--- src/rtl/uart_pkg.sv ---
// Shared UART definitions: FSM state codes, parity-mode constants,
// width helper and bit-timing expressions used by the receiver (and transmitter).
package uart_pkg;

  // FSM state encodings, shared with the transmitter
  localparam logic [2:0] ST_IDLE  = 3'd0;
  localparam logic [2:0] ST_START = 3'd1;
  localparam logic [2:0] ST_SHIFT = 3'd2;
  localparam logic [2:0] ST_PARI  = 3'd3;
  localparam logic [2:0] ST_STOP  = 3'd4;
  localparam logic [2:0] ST_DONE  = 3'd5;
  localparam logic [2:0] ST_BREAK = 3'd6;

  // Parity mode is passed as a 4-character string; shorter names are
  // zero-padded on the left exactly as a string parameter would be.
  typedef logic [31:0] par_mode_t;
  localparam par_mode_t PAR_NONE = "NONE";
  localparam par_mode_t PAR_ODD  = {8'h00, "ODD"};
  localparam par_mode_t PAR_EVEN = "EVEN";

  // Ceiling log2, minimum 0 (v <= 1)
  function automatic int clog2(input int v);
    int r;
    r = 0;
    for (int i = 0; i < 31; i++)
      if ((longint'(1) << i) < longint'(v)) r = i + 1;
    return r;
  endfunction

  // Clocks per bit by integer division
  function automatic int bit_period(input int clk_freq, input int baud_rate);
    return clk_freq / baud_rate;
  endfunction

  // Offset of the bit centre inside one bit period
  function automatic int half_period(input int clk_freq, input int baud_rate);
    return bit_period(clk_freq, baud_rate) / 2;
  endfunction

  // Any mode other than ODD/EVEN means no parity bit on the line
  function automatic bit par_enabled(input par_mode_t mode);
    return (mode == PAR_ODD) || (mode == PAR_EVEN);
  endfunction

endpackage

--- src/rtl/uart_rx_if.sv ---
// Receive-side result bundle: word, completion strobe, error flags and busy.
interface uart_rx_if #(
  parameter int DATA_WIDTH = 8
);
  logic [DATA_WIDTH-1:0] rx_data;
  logic                  rx_done;
  logic                  rx_parity_err;
  logic                  rx_frame_err;
  logic                  rx_busy;

  modport master (output rx_data, rx_done, rx_parity_err, rx_frame_err, rx_busy);
  modport slave  (input  rx_data, rx_done, rx_parity_err, rx_frame_err, rx_busy);
endinterface

--- src/rtl/uart_rx_sync.sv ---
// Two-flop synchronizer for the asynchronous serial line plus a falling-edge
// detector on the synchronized value. All flops reset to the idle level (1).
module uart_rx_sync (
  input  logic clk,
  input  logic arstn,
  input  logic rxd,
  output logic rxd_s,
  output logic fall_pulse
);
  logic meta;
  logic rxd_d;

  // meta -> rxd_s is the synchronizer; rxd_d delays rxd_s for edge detection
  always_ff @(posedge clk or negedge arstn) begin
    if (!arstn) begin
      meta  <= 1'b1;
      rxd_s <= 1'b1;
      rxd_d <= 1'b1;
    end else begin
      meta  <= rxd;
      rxd_s <= meta;
      rxd_d <= rxd_s;
    end
  end

  assign fall_pulse = rxd_d & ~rxd_s;
endmodule

--- src/rtl/uart_rx.sv ---
// UART receiver: start/data/optional parity/stop framing, LSB first, bit
// timing from integer division of the system clock (no oversampling clock).
// Optional build macro UART_RX_MAJORITY_EN: 2-of-3 majority vote around each
// bit centre, decision one cycle later than the single-sample default.
module uart_rx
  import uart_pkg::*;
#(
  parameter int        CLK_FREQ   = 50_000_000,
  parameter int        BAUD_RATE  = 9600,
  parameter par_mode_t PARITY     = PAR_NONE,
  parameter int        DATA_WIDTH = 8
) (
  input  logic     clk,
  input  logic     arstn,
  input  logic     RXD,
  uart_rx_if.master rx
);
  localparam int N       = bit_period(CLK_FREQ, BAUD_RATE);
  localparam int HALF    = half_period(CLK_FREQ, BAUD_RATE);
  localparam int CW      = clog2(N);
  localparam int BW      = clog2(DATA_WIDTH + 1);
  localparam bit PAR_EN  = par_enabled(PARITY);
  localparam bit PAR_ODD_SEL = (PARITY == PAR_ODD);

  logic                  rxd_s;
  logic                  fall_pulse;
  logic [2:0]            state;
  logic [2:0]            state_nxt;
  logic [CW-1:0]         cnt;
  logic [BW-1:0]         bitcnt;
  logic [DATA_WIDTH-1:0] shreg;
  logic                  par_err;
  logic                  sample_now;
  logic                  sample_bit;
  logic [DATA_WIDTH-1:0] data_q;
  logic                  done_q;
  logic                  perr_q;
  logic                  ferr_q;

  uart_rx_sync u_sync (
    .clk        (clk),
    .arstn      (arstn),
    .rxd        (RXD),
    .rxd_s      (rxd_s),
    .fall_pulse (fall_pulse)
  );

`ifdef UART_RX_MAJORITY_EN
  logic maj_a;
  logic maj_b;

  // Capture the two samples preceding the decision point of each bit
  always_ff @(posedge clk or negedge arstn) begin
    if (!arstn) begin
      maj_a <= 1'b1;
      maj_b <= 1'b1;
    end else begin
      if (cnt == CW'(HALF - 1)) maj_a <= rxd_s;
      if (cnt == CW'(HALF))     maj_b <= rxd_s;
    end
  end

  assign sample_now = (cnt == CW'(HALF + 1));
  assign sample_bit = (maj_a & maj_b) | (maj_a & rxd_s) | (maj_b & rxd_s);
`else
  assign sample_now = (cnt == CW'(HALF));
  assign sample_bit = rxd_s;
`endif

  // Frame sequencing; DONE re-arms straight into START on a coincident edge
  always_comb begin
    state_nxt = state;
    case (state)
      ST_IDLE:  if (fall_pulse) state_nxt = ST_START;
      ST_START: if (sample_now) state_nxt = sample_bit ? ST_IDLE : ST_SHIFT;
      ST_SHIFT: if (sample_now && bitcnt == BW'(DATA_WIDTH - 1))
                  state_nxt = PAR_EN ? ST_PARI : ST_STOP;
      ST_PARI:  if (sample_now) state_nxt = ST_STOP;
      ST_STOP:  if (sample_now) state_nxt = ST_DONE;
      ST_DONE:  state_nxt = ferr_q ? ST_BREAK : (fall_pulse ? ST_START : ST_IDLE);
      ST_BREAK: if (rxd_s) state_nxt = ST_IDLE;
      default:  state_nxt = ST_IDLE;
    endcase
  end

  // State register
  always_ff @(posedge clk or negedge arstn) begin
    if (!arstn) state <= ST_IDLE;
    else        state <= state_nxt;
  end

  // Bit-period counter: cycle t0+j holds j mod N, so every sample lands on
  // the same count; parked at 0 whenever no frame is in flight
  always_ff @(posedge clk or negedge arstn) begin
    if (!arstn)                                             cnt <= '0;
    else if (state_nxt == ST_IDLE || state_nxt == ST_BREAK) cnt <= '0;
    else if (state == ST_IDLE || state == ST_DONE)          cnt <= CW'(1);
    else if (cnt == CW'(N - 1))                             cnt <= '0;
    else                                                    cnt <= cnt + CW'(1);
  end

  // Datapath: shift in data, check parity, publish the word at the stop sample
  always_ff @(posedge clk or negedge arstn) begin
    if (!arstn) begin
      bitcnt  <= '0;
      shreg   <= '0;
      par_err <= 1'b0;
      data_q  <= '0;
      done_q  <= 1'b0;
      perr_q  <= 1'b0;
      ferr_q  <= 1'b0;
    end else begin
      done_q <= 1'b0;
      case (state)
        ST_START: begin
          bitcnt  <= '0;
          par_err <= 1'b0;
        end
        ST_SHIFT: if (sample_now) begin
          shreg  <= {sample_bit, shreg[DATA_WIDTH-1:1]};
          bitcnt <= bitcnt + BW'(1);
        end
        ST_PARI: if (sample_now)
          par_err <= PAR_ODD_SEL ? ((~^shreg) != sample_bit) : ((^shreg) != sample_bit);
        ST_STOP: if (sample_now) begin
          data_q <= shreg;
          perr_q <= par_err;
          ferr_q <= ~sample_bit;
          done_q <= 1'b1;
        end
        default: ;
      endcase
    end
  end

  assign rx.rx_data       = data_q;
  assign rx.rx_done       = done_q;
  assign rx.rx_parity_err = perr_q;
  assign rx.rx_frame_err  = ferr_q;
  assign rx.rx_busy       = (state != ST_IDLE);
endmodule
--- src/flat_wrapper.sv ---
// flat-port wrapper written by rule: the top's interface ports become plain ports
module uart_rx_flat import uart_pkg::*;
#(
  parameter int        CLK_FREQ   = 50_000_000,
  parameter int        BAUD_RATE  = 9600,
  parameter par_mode_t PARITY     = PAR_NONE,
  parameter int        DATA_WIDTH = 8
)
  (clk, arstn, RXD, rx_rx_data, rx_rx_done, rx_rx_parity_err, rx_rx_frame_err, rx_rx_busy);
  uart_rx_if #(.DATA_WIDTH(DATA_WIDTH)) rx_i ();
  input  logic clk;
  input  logic arstn;
  input  logic RXD;
  output wire logic [$bits(rx_i.rx_data)-1:0] rx_rx_data;
  output wire logic [$bits(rx_i.rx_done)-1:0] rx_rx_done;
  output wire logic [$bits(rx_i.rx_parity_err)-1:0] rx_rx_parity_err;
  output wire logic [$bits(rx_i.rx_frame_err)-1:0] rx_rx_frame_err;
  output wire logic [$bits(rx_i.rx_busy)-1:0] rx_rx_busy;
  assign rx_rx_data = rx_i.rx_data;
  assign rx_rx_done = rx_i.rx_done;
  assign rx_rx_parity_err = rx_i.rx_parity_err;
  assign rx_rx_frame_err = rx_i.rx_frame_err;
  assign rx_rx_busy = rx_i.rx_busy;
  uart_rx #(.CLK_FREQ(CLK_FREQ), .BAUD_RATE(BAUD_RATE), .PARITY(PARITY), .DATA_WIDTH(DATA_WIDTH)) u_core (.clk(clk), .arstn(arstn), .RXD(RXD), .rx(rx_i));
endmodule
--- config.mk ---
export PLATFORM = sky130hd
export DESIGN_NAME = uart_rx_flat
export DESIGN_NICKNAME = d
export VERILOG_FILES = /design/src/rtl/uart_pkg.sv /design/src/rtl/uart_rx_if.sv /design/src/rtl/uart_rx_sync.sv /design/src/rtl/uart_rx.sv /design/src/flat_wrapper.sv
export SDC_FILE = /design/constraint.sdc
export NUM_CORES = 1
export LEC_CHECK = 0
export BUFFER_PORTS_ARGS = -buffer_cell sky130_fd_sc_hd__buf_4
export CAP_MARGIN = 20
export CELL_PAD_IN_SITES_DETAIL_PLACEMENT = 0
export CELL_PAD_IN_SITES_GLOBAL_PLACEMENT = 2
export CORE_MARGIN = 2
export CORE_UTILIZATION = 36
export DETAILED_ROUTE_END_ITERATION = 12
export PLACE_DENSITY_LB_ADDON = 0.1
export SETUP_SLACK_MARGIN = 0.02
export SLEW_MARGIN = 20
export SYNTH_ARGS = -nofsm -noshare
export SYNTH_HDL_FRONTEND = slang
export SYNTH_SLANG_ARGS = --single-unit
--- constraint.sdc ---
create_clock -name clk -period 1.9 [get_ports clk]
set_input_delay 0.57 -clock clk [delete_from_list [all_inputs] [get_ports clk]]
set_output_delay 0.57 -clock clk [all_outputs]
set_load 0.02 [all_outputs]
Yosys cells after proc, flatten, opt, wreduce, memory -nomap -nowiden
Index checks and enable logic that the tools add are counted.
{"block": "classes", "eq_ne": 13, "n_addsub": 2, "n_reduce_logical": 13, "n_bitwise": 2, "n_mux": 19}
{"cell": "13-bit 2-to-1 mux", "count": 3}
{"cell": "3-bit 2-to-1 mux", "count": 7}
{"cell": "3-bit one-hot mux with 7 select lines", "count": 1}
{"cell": "13-bit by 1-bit adder with 13-bit output, second input constant", "count": 1}
{"cell": "13-bit by 12-bit == test with 1-bit output, second input constant", "count": 1}
{"cell": "13-bit == test, second input constant", "count": 1}
{"cell": "3-bit == test, second input constant", "count": 4}
{"cell": "4-bit one-hot mux with 2 select lines", "count": 1}
{"cell": "2-bit AND reduction", "count": 4}
{"cell": "8-bit parity", "count": 1}
{"cell": "3-bit by 2-bit == test with 1-bit output, second input constant", "count": 2}
{"cell": "3-bit logical NOT", "count": 2}
{"cell": "4-bit by 1-bit adder with 4-bit output, second input constant", "count": 1}
{"cell": "4-bit by 3-bit == test with 1-bit output, second input constant", "count": 1}
{"cell": "1-bit 2-to-1 mux", "count": 4}
{"cell": "4-bit 2-to-1 mux", "count": 1}
{"cell": "2-bit by 1-bit != test with 1-bit output, second input constant", "count": 2}
{"cell": "2-bit nonzero test", "count": 2}
{"cell": "3-bit by 1-bit == test with 1-bit output, second input constant", "count": 1}
{"cell": "3-bit nonzero test", "count": 1}
{"cell": "1-bit logical OR", "count": 2}
{"cell": "2-bit 2-to-1 mux", "count": 1}
{"cell": "1-bit one-hot mux with 2 select lines", "count": 1}
{"cell": "1-bit AND", "count": 1}
{"cell": "3 further kinds", "count": 3}
{"block": "totals", "ff_bits": 43, "inputBits": 3, "output_inout_bits": 12}

Logic depth before layout (Yosys ltp)
{"block": "logic_depth", "depth_word": 8, "mapped_depth": 9, "ltp_nobuf": 7}

Cells and area by module
Synthesis repeated with hierarchy kept, for this count alone.
{"block": "hier_totals", "hier_cells": 210, "area_unflattened_um2": 2203.4}
{"module": "uart_rx", "area_per_inst_um2": 2110.8, "instances": 1, "cells_per_inst": 206}
{"module": "uart_rx_sync", "area_per_inst_um2": 92.6, "instances": 1, "cells_per_inst": 4}

Worst setup path before layout
No wires, ideal clock.
{"block": "synth_path", "path_type": "reg-to-reg", "from": "register u_core.cnt[0]", "to": "register u_core.cnt[10]", "setup_time_ns": 0.133, "path_buffers": 2, "setup_slack_ns": 0.013, "stages_incl_launch_ff": 10, "arrival_ns": 1.755, "cell_sequence": "dfrtp_1 > inv_1 > ha_1 > and4bb_1 > and4_1 > buf_6 > nand4_2 > a221oi_2 > buf_6 > nor3_2"}
{"block": "synth_between", "elab_chain_cells": 7, "elab_cells_between_ends": 15, "cone_classes": "1 x add/sub; 3 x eq/ne; 8 x mux; 3 x reduce/logical"}
{"element": "from (decl)", "line": "uart_rx.sv:29", "source": "logic [CW-1:0] cnt;"}
{"element": "from (signal assigned)", "line": "uart_rx.sv:99", "source": "else cnt <= cnt + CW'(1);"}
{"element": "13-bit by 12-bit == test with 1-bit output", "line": "uart_rx.sv:66", "source": "assign sample_now = (cnt == CW'(HALF));"}
{"element": "1-bit logical AND", "line": "uart_rx.sv:76", "source": "ST_SHIFT: if (sample_now && bitcnt == BW'(DATA_WIDTH - 1))"}
{"element": "3-bit 2-to-1 mux", "line": "uart_rx.sv:76"}
{"element": "3-bit one-hot mux with 7 select lines", "line": "uart_rx.sv:73", "source": "case (state)"}
{"element": "3-bit == test or 3-bit logical NOT (tied branches)", "line": "uart_rx.sv:96", "source": "else if (state_nxt == ST_IDLE || state_nxt == ST_BREAK) cnt <= '0;"}
{"element": "1-bit logical OR", "line": "uart_rx.sv:96"}
{"element": "13-bit 2-to-1 mux *", "line": "uart_rx.sv:96"}
Every way passes the cells marked *; elsewhere a longest branch is shown, timed or not.
A chain may end at the register's enable or synchronous reset.

Worst setup path in the final report
{"block": "layout_path", "from": "register u_core.cnt[0]", "to": "register u_core.cnt[2]"}
The elaborated chain is that of the path after synthesis.

==> run metrics <==
synth warn=0; leakage power=0.00134 µW; Gate Count Post-Synth=approximately 190; Critical Path AT=~2.1 ns; H-Tree Depth=2; Final #Nets=240; clk_skew=0.00305 ns; worst vdd ir=0.280 mV; Die Height=around 80 µm; violated checks=setup timing; Worst slew margin=around 64%; Routed Antenna Nets=0; fraction of layout cells with a size suffix above 1=41.3%; Synth cell types=41; largest family of logic cells by synthesized area=simple AND/OR/NAND/NOR gates; Fmax=about 510 MHz; Least-Margin Pin Slew=0.537 ns; DR DRC count=0; CP Cell Sequence=inv_2, ha_4, and4bb_1, nand4_1, buf_4, a221oi_4, buf_12, nor3_1; Top FF cell, synth=dfrtp_1; flop-to-flop setup slack=-0.07 ns; gr usage total=15.1%; register area share after synthesis=between 50% and 60%; top-count cell post-synth=dfrtp_1; Initial Util=between 30 and 40%; leading area contributor after synthesis=dfrtp_1; mux cell area share after synthesis=~9%; critical path class=reg2reg; Worst EP required=approximately 2 ns; Power Total=2070 µW; Max Cap Violations=0; Worst-Skew Late Latency=around 0.29 ns; synth-to-layout area growth=29.7%; Pre-antenna DRT Iters=4; post-DR vias/cell=approximately 5.1; Buf+Inv Stages, Crit Path=3; Hold Path Class=in2async; Slowest-stage cell, CP=dfrtp_1; Synth Net Count=192; top-area cell type share of the netlist area=46.5%; Cells after DPL=around 300; flops & latches, synth=43; synth top area cells=dfrtp_1 (46%), mux2_2 (8.9%), xnor2_1 (4.5%); Slew Limit Fails=0; CP max FO=13; Post-Syn Area=roughly 0.0022 mm²; Root Driver=clkbuf_8; Setup crit start kind=flip-flop; Vias=1575; io pins=15; largest net degree at the start of global routing=44; Power Density=~740 mW/mm²; CTS sink count=43; Non-Filler Instances=310; dpl hpwl=between 3000 and 4000 µm; vias in the first global route=~1600; # setup viols final=13; Core Area=about 0.006 mm²; wire length per cell=approximately 15 µm; number of buffers created by CTS=5; GRT overflow=0; CTS max path bufs=2; Critical Path Max Stage Delay=between 0.3 and 0.4 ns; delay-heaviest family, CP=buffers and inverters; Worst setup EP type=flip-flop; post-layout util=roughly 48%; Post-synth EDFFs=0; compound-cell area share of the yosys netlist=around 6.6%; Tmin final=between 1.5 and 2 ns; Fin. Hold Viols=0; unrepaired setup endpoints after global routing=yes; most frequent cells after synthesis=dfrtp_1 (40), mux2_2 (17), xnor2_1 (11); Antenna Cells=0; final RePlAce weighted congestion=~0.76; setup ws final=-0.0718 ns; simple-gate share of the synthesized area=21.0%; Period Utilization, post-route=104%; Mean Syn Cell Area=~12 µm²; CTS tree=done; row count=28; asr flop ratio synth=between 90% and 100%; clk slew on worst S/H paths=~0.080 ns; port bufs=14; Synth Area in XOR/XNOR=8.77%; Die ar.=between 0.006 and 0.007 mm²; post-synthesis adder-cell area fraction=~1.7%; initial antenna violation count=0; DIE WIDTH=between 80 and 90 µm; status=finished, violations left; global-route wire length before repair=between 7000 and 8000 µm; Post-Route WL=4600 µm; initial detailed-routing violation count=68; pre-CTS WS=-0.0576 ns
==> final timing paths <==
path,from,to,cells past startpoint
worst max-delay path,u_core.cnt[0],u_core.cnt[2],8
worst min-delay path,arstn,u_core.cnt[7],1
worst max register to register,u_core.cnt[0],u_core.cnt[2],8
worst min register to register,u_core.u_sync.meta,u_core.u_sync.rxd_s,0
max in group asynchronous,arstn,u_core.state[0],1
min in group clk,u_core.u_sync.meta,u_core.u_sync.rxd_s,0
==> worst reg2reg max path, stage by stage (launching register included) <==
cell	delay (ns)
dfrtp_1	0.39
inv_2	0.09
ha_4	0.13
and4bb_1	0.23
nand4_1	0.21
buf_4	0.23
a221oi_4	0.30
buf_12	0.19
nor3_1	0.06
==> state kept, by name, indices dropped and copies added, names as in the netlist <==
register                 flops
u_core.cnt                  13
u_core.shreg                 8
u_core.rx.rx_done            1
u_core.rx.rx_frame_err       1
u_core.rx.rx_data            8
u_core.u_sync.meta           1
u_core.bitcnt                4
u_core.rx.rx_parity_err      1
u_core.state                 3
u_core.u_sync.rxd_s          1
u_core.u_sync.rxd_d          1
u_core.par_err               1
==> layout by cell type, fill, tap and decap left out, drive strengths merged, types with 5 or more instances in the layout <==
| master | instances |
|---|---|
| nor2 | 12 |
| nand2 | 10 |
| clkbuf | 7 |
| xnor2 | 11 |
| nand4 | 6 |
| o21ai | 6 |
| nand3 | 10 |
| dfrtp | 40 |
| buf | 46 |
| xor2 | 8 |
| inv | 5 |
| mux2 | 17 |
| nor3 | 12 |
==> per-layer routing <==
metal | global-route usage [%] | wire length [µm] | part of all wire, %
met1 | 18.5 | 1990 | 43
met3 | 3.33 | 143 | 3.1
met5 | 0 | 0 | 0
met2 | 26.8 | 2410 | 52
met4 | 4.07 | 53 | 1.2
==> area by class of cell <==
class | count | area, µm²
fill | 532 | 3060
sequential | 43 | 1080
multi-input combinational | 132 | 1070
timing repair buffer | 47 | 424
tap | 75 | 93.8
clock buffer | 6 | 82.6
inverter | 5 | 18.8
clock inverter | 2 | 16.3
==> timing repair <==
action / in CTS / in global routing
gates cloned: 0 / 1
setup endpoints to repair: 20 / 34
setup buffers: 2 / 2
hold buffers: 0 / 0
resized for setup: 0 / 16
pin swaps: 1 / 1
==> report_power, final <==
group / leakage (µW) / internal [µW] / switching, µW
Clock: 0.0000474 / 297 / 318
Sequential: 0.000579 / 967 / 35.6
Combinational: 0.000718 / 221 / 237
==> logic make-up (layout without fill, tap and decap cells) <==
logic type                 count (synthesis)  count (layout)
adders and majority gates                  3               3
muxes                                     17              17
buffers and inverters                     11              60
DFF                                       43              43
and+or+nand+nor                           72              72
xor gates and xnor gates                  20              20
AOI/OAI and AO/OA                         20              20
==> stage by stage <==
stage	hold slack [ns]	TNS (ns)	instance area [µm²]
3_5_place_dp	0.348	-0.0987	2580
4_1_cts	0.267	-0.227	2690
3_3_place_gp	0.347	0	2580
5_1_grt	0.281	-2.00	2790
6_report	0.252	-0.554	2790
2_1_floorplan	0.274	0	2150
No activity file was read; power rests on OpenSTA's default activity.
